[src/rtl/commit_unit.sv]
// Commit stage: retires decoded instructions into the PC and register file,
// issuing a single outstanding data-RAM request for memory-sourced results.
//
// state  | meaning
// IDLE   | ready to accept a decoded instruction
// MEM    | data-RAM request outstanding, waiting for mem_ack
// HALTED | halt instruction accepted; frozen until rst
module commit_unit #(
    parameter logic [15:0] RESET_PC = 16'h0000
) (
    input  logic        clk,
    input  logic        rst,
    input  logic        in_valid,
    output logic        in_ready,
    input  logic        should_halt,
    input  logic [15:0] res,
    input  logic        res_from_ram,
    input  logic [2:0]  res_target,
    input  logic [15:0] ram_addr,
    input  logic        ram_op,
    input  logic [15:0] ram_write,
    input  logic [2:0]  ram_mode,
    output logic        mem_req,
    input  logic        mem_ack,
    output logic [15:0] mem_addr,
    output logic        mem_we,
    output logic [15:0] mem_wdata,
    output logic [2:0]  mem_mode,
    input  logic [15:0] mem_rdata,
    output logic [15:0] pc,
    output logic [95:0] reg_file,
    output logic        halted,
    output logic        retire,
    output logic [15:0] retire_count
);

    typedef enum logic [1:0] {
        IDLE   = 2'd0,
        MEM    = 2'd1,
        HALTED = 2'd2
    } state_t;

    state_t      state;
    logic        lat_op;
    logic [2:0]  lat_target;
    logic [15:0] lat_addr;
    logic [15:0] lat_wdata;
    logic [2:0]  lat_mode;

    logic        accept;
    logic        commit_en;
    logic        commit_store;
    logic [15:0] commit_val;
    logic [2:0]  commit_tgt;
    logic [15:0] next_pc;

    assign in_ready  = (state == IDLE);
    assign mem_req   = (state == MEM);
    assign mem_we    = (state == MEM) & lat_op;
    assign halted    = (state == HALTED);
    assign mem_addr  = lat_addr;
    assign mem_wdata = lat_wdata;
    assign mem_mode  = lat_mode;
    assign accept    = in_valid & in_ready;

    always_comb begin
        commit_en    = 1'b0;
        commit_store = 1'b0;
        commit_val   = res;
        commit_tgt   = res_target;
        case (state)
            IDLE: begin
                commit_en = accept & ~should_halt & ~res_from_ram;
            end
            MEM: begin
                commit_en    = mem_ack;
                commit_store = lat_op;
                commit_val   = mem_rdata;
                commit_tgt   = lat_target;
            end
            default: begin
                commit_en = 1'b0;
            end
        endcase
    end

    // Stores never redirect the PC, whatever target they carry.
    always_comb begin
        next_pc = pc + 16'd1;
        if (!commit_store && commit_tgt == 3'd1) begin
            next_pc = commit_val;
        end
    end

    always_ff @(posedge clk) begin
        if (rst) begin
            state        <= IDLE;
            pc           <= RESET_PC;
            reg_file     <= '0;
            retire       <= 1'b0;
            retire_count <= '0;
            lat_op       <= 1'b0;
            lat_target   <= '0;
            lat_addr     <= '0;
            lat_wdata    <= '0;
            lat_mode     <= '0;
        end else begin
            retire <= commit_en;
            if (commit_en) begin
                pc           <= next_pc;
                retire_count <= retire_count + 16'd1;
                if (!commit_store) begin
                    for (int i = 2; i < 8; i++) begin
                        if (commit_tgt == 3'(i)) begin
                            reg_file[16*(i-2) +: 16] <= commit_val;
                        end
                    end
                end
            end
            case (state)
                IDLE: begin
                    if (accept) begin
                        if (should_halt) begin
                            state <= HALTED;
                        end else if (res_from_ram) begin
                            lat_op     <= ram_op;
                            lat_target <= res_target;
                            lat_addr   <= ram_addr;
                            lat_wdata  <= ram_write;
                            lat_mode   <= ram_mode;
                            state      <= MEM;
                        end
                    end
                end
                MEM: begin
                    if (mem_ack) begin
                        state <= IDLE;
                    end
                end
                HALTED: begin
                    state <= HALTED;
                end
                default: begin
                    state <= IDLE;
                end
            endcase
        end
    end

endmodule

[config.mk]
export PLATFORM = sky130hd
export DESIGN_NAME = commit_unit
export DESIGN_NICKNAME = d
export VERILOG_FILES = /design/src/rtl/commit_unit.sv
export SDC_FILE = /design/constraint.sdc
export NUM_CORES = 1
export LEC_CHECK = 0
export ABC_AREA = 1
export CAP_MARGIN = 20
export CORE_MARGIN = 2
export CORE_UTILIZATION = 34
export CTS_CLUSTER_DIAMETER = 30
export CTS_CLUSTER_SIZE = 12
export DETAILED_ROUTE_END_ITERATION = 10
export SETUP_SLACK_MARGIN = 0.05
export SKIP_CTS_REPAIR_TIMING = 1
export SLEW_MARGIN = 5
export SYNTH_ARGS = -nofsm -noshare
export SYNTH_HDL_FRONTEND = slang
export SYNTH_SLANG_ARGS = --single-unit
[constraint.sdc]
create_clock -name clk -period 1.9 [get_ports clk]
set_input_delay 0.285 -clock clk [delete_from_list [all_inputs] [get_ports clk]]
set_output_delay 0.285 -clock clk [all_outputs]
set_load 0.01 [all_outputs]
==> metrics.md <==
| Metric | Value |
|---|---|
| Core area | `20300 sq um` |
| Via-to-Cell Ratio | `4.67` |
| Placer Congestion | `0.883` |
| Deepest clock path buffer count | `2` |
| WP data required | `1620 ps` |
| Status | `finished, final reports clean` |
| Global-route wire length before repair | `35.1 mm` |
| Final HPWL DP | `16.3 mm` |
| Worst path max stage delay | `600 ps` |
| Slew headroom | `0.676` |
| Initial core utilization | `0.347` |
| Latest clock arrival within the worst-skew pair | `440 ps` |
| CTS buffer count | `17` |
| DRT iter0 DRCs | `379` |
| Most frequent cell after synthesis | `nor2_1` |
| DRT Wirelength | `22.6 mm` |
| Max frequency | `0.562 GHz` |
| Critical path type | `flop to primary output` |
| Crit. End Element | `primary output` |
| Critical Path AT | `1500 ps` |
| Die X | `148 microns` |
| Worst hold path class | `flop to flop` |
| Post-synth top cells | `nor2_1 (248), dfxtp_1 (170), o21ai_0 (142)` |
| Cell count after synthesis | `998` |
| RSZ-0062 raised after global routing | `true` |
| Share of layout cells above drive strength 1 | `0.0833` |
| #FFs+latches synth | `170` |
| GRT Util Overall | `0.205` |
| Largest family of logic cells by synthesized area | `simple AND/OR/NAND/NOR gates` |
| Yosys warnings | `0` |
| Static leakage | `4.10 nW` |
| H-tree depth | `4` |
| Util after Layout | `0.530` |
| Total grt overflow | `0` |
| Area occupied by multi-input gates | `3120 sq um` |
| Max_cap viols | `0` |
| Antenna violations before repair | `0` |
| Final ANT Viol Nets | `0` |
| Async set-or-reset flop fraction in the synthesized netlist | `0` |
| Via count | `7143` |
| Clock network fraction of design power | `0.435` |
| Simple-Gate Fraction of Synth Area | `0.267` |
| CTS Root Cell | `clkbuf_16` |
| Crit-path max FO | `6` |
| Routed wire per std cell | `14.8 microns` |
| Post-Syn Area | `7040 sq um` |
| DIE HEIGHT | `148 microns` |
| Slew Viols, Final | `0` |
| Final period utilization | `0.937` |
| Yosys cell types | `34` |
| Mux share of post-synthesis cell area | `0` |
| Int Power | `6.05 mW` |
| Net count after synthesis | `1077` |
| Final hold viol count | `0` |
| Total chip power | `8.32 mW` |
| DP Worst Slack | `-89.6 ps` |
| Largest cells by area after synthesis | `dfxtp_1 (48%), nor2_1 (13%), o21ai_0 (10%), nand2_1 (7.4%), inv_1 (4.6%)` |
| Final nets | `1326` |
| # diodes | `0` |
| Setup crit start kind | `flop` |
| Gate power share | `0.119` |
| Register area share after synthesis | `0.483` |
| DRC | `0` |
| Register area | `3400 sq um` |
| Die ar. | `21900 sq um` |
| Final setup violation count | `0` |
| Compound-cell area share of the yosys netlist | `0.158` |
| Worst Skew | `13.6 ps` |
| Share of the synthesized area in the top cell type | `0.483` |
| Number of fill cells | `2068` |
| WP buf/inv | `1` |
| Pre-antenna DRT Iters | `4` |
| Syn Area/Cell | `7.06 sq um` |
| Post-synth EDFFs | `0` |
| Crit path cell chain | `clkdlybuf4s50_1` |
| P per Cell Area | `774 nW/um^2` |
| CTS tree | `done` |
| P_sw | `2.27 mW` |
| Post-synth top flop | `dfxtp_1` |
| Adder-cell share of the synthesized area | `0.00355` |
| Port bufs | `244` |
| Peak VDD IR | `0.598 mV` |
| Area growth, synth to finish | `52.7%` |
| Clock sink count | `170` |
| Least-Margin Pin Slew | `485 ps` |
| Vias in the first global route | `6423` |
| Sequential power share | `0.446` |
| CTS clock-pin slew for the worst setup and hold paths | `80 ps` |
| Crit-path slowest cell | `clkdlybuf4s50_1` |
| Net Sw Frac | `0.273` |
| Largest net degree at the start of global routing | `63` |
| Final min period | `1780 ps` |
| Final WS setup | `120 ps` |
| Row count | `52` |
| Worst path top cell family by delay | `buffers and inverters` |
| IO Count | `245` |
| Synth Area in XOR/XNOR | `0.00746` |
| Top cell type by total area after synthesis | `dfxtp_1` |
## flip-flops by register name, indices dropped and copies added, names as in the netlist
name	flops
reg_file	96
pc	16
retire	1
lat_op	1
mem_wdata	16
mem_mode	3
retire_count	16
lat_target	3
state	2
mem_addr	16
## cell type report
cell class / instances / area share
clock buffer: 17 / 0.0396
clock inverter: 15 / 0.0184
inverter: 92 / 0.0328
multi-input combinational: 685 / 0.290
sequential: 170 / 0.317
tap: 270 / 0.0314
timing repair buffer: 281 / 0.271
## final timing paths
kind | startpoint | end | slack [ps] | cells after the start
worst max-delay path | pc[9] | pc[9] | 120 | 1
worst min-delay path | reg_file[18] | reg_file[18] | 440 | 2
worst max register to register | state[0] | reg_file[5] | 150 | 9
worst min register to register | reg_file[18] | reg_file[18] | 440 | 2
## per-layer routing
layer | wire (microns) | track usage
met1 | 9960 | 0.264
met2 | 10500 | 0.330
met3 | 1780 | 0.0694
met4 | 386 | 0.0557
met5 | 0 | 0
## cell usage in the layout, fill, tap and decap left out, drive strengths merged, types with 2 or more instances in the layout
master         count
nor2             253
xnor2              3
clkinv             8
nand2            141
dfxtp            170
and3               2
inv               98
clkdlybuf4s50    240
a21oi             58
nand4              7
nand3             37
nor4               2
nor3               7
ha                 2
or2                8
buf               37
xor2               3
clkbuf            17
o21ai            157
dlymetal6s2s       4
a211oi             2
## power groups by stage
stage | Sequential, mW | Clock, mW | Combinational (mW)
after global routing | 3.73 | 3.84 | 1.09
final | 3.72 | 3.62 | 0.990
after floorplan | 3.83 | 0 | 0.385
after detailed placement | 3.80 | 0 | 0.986
after global placement | 3.80 | 0 | 0.980
after CTS | 3.71 | 3.70 | 0.991
## metrics by stage
step                      instance area, sq um  instances  setup TNS [ps]  hold WS (ps)
after global routing                     10800       1530               0           462
after CTS                                10700       1530            -648           445
after floorplan                           7040        998               0           403
final                                    10800       1530               0           442
after global placement                   10100       1498           -1540           430
after detailed placement                 10100       1498           -2450           434
## cells by family (layout without fill, tap and decap cells)
logic type	Yosys count	after routing
and+or+nand+nor	459	459
AOI/OAI and AO/OA	218	218
DFF	170	170
buffers and inverters	143	405
xor gates and xnor gates	6	6
adders and majority gates	2	2
Power figures use the tool's default switching activity.
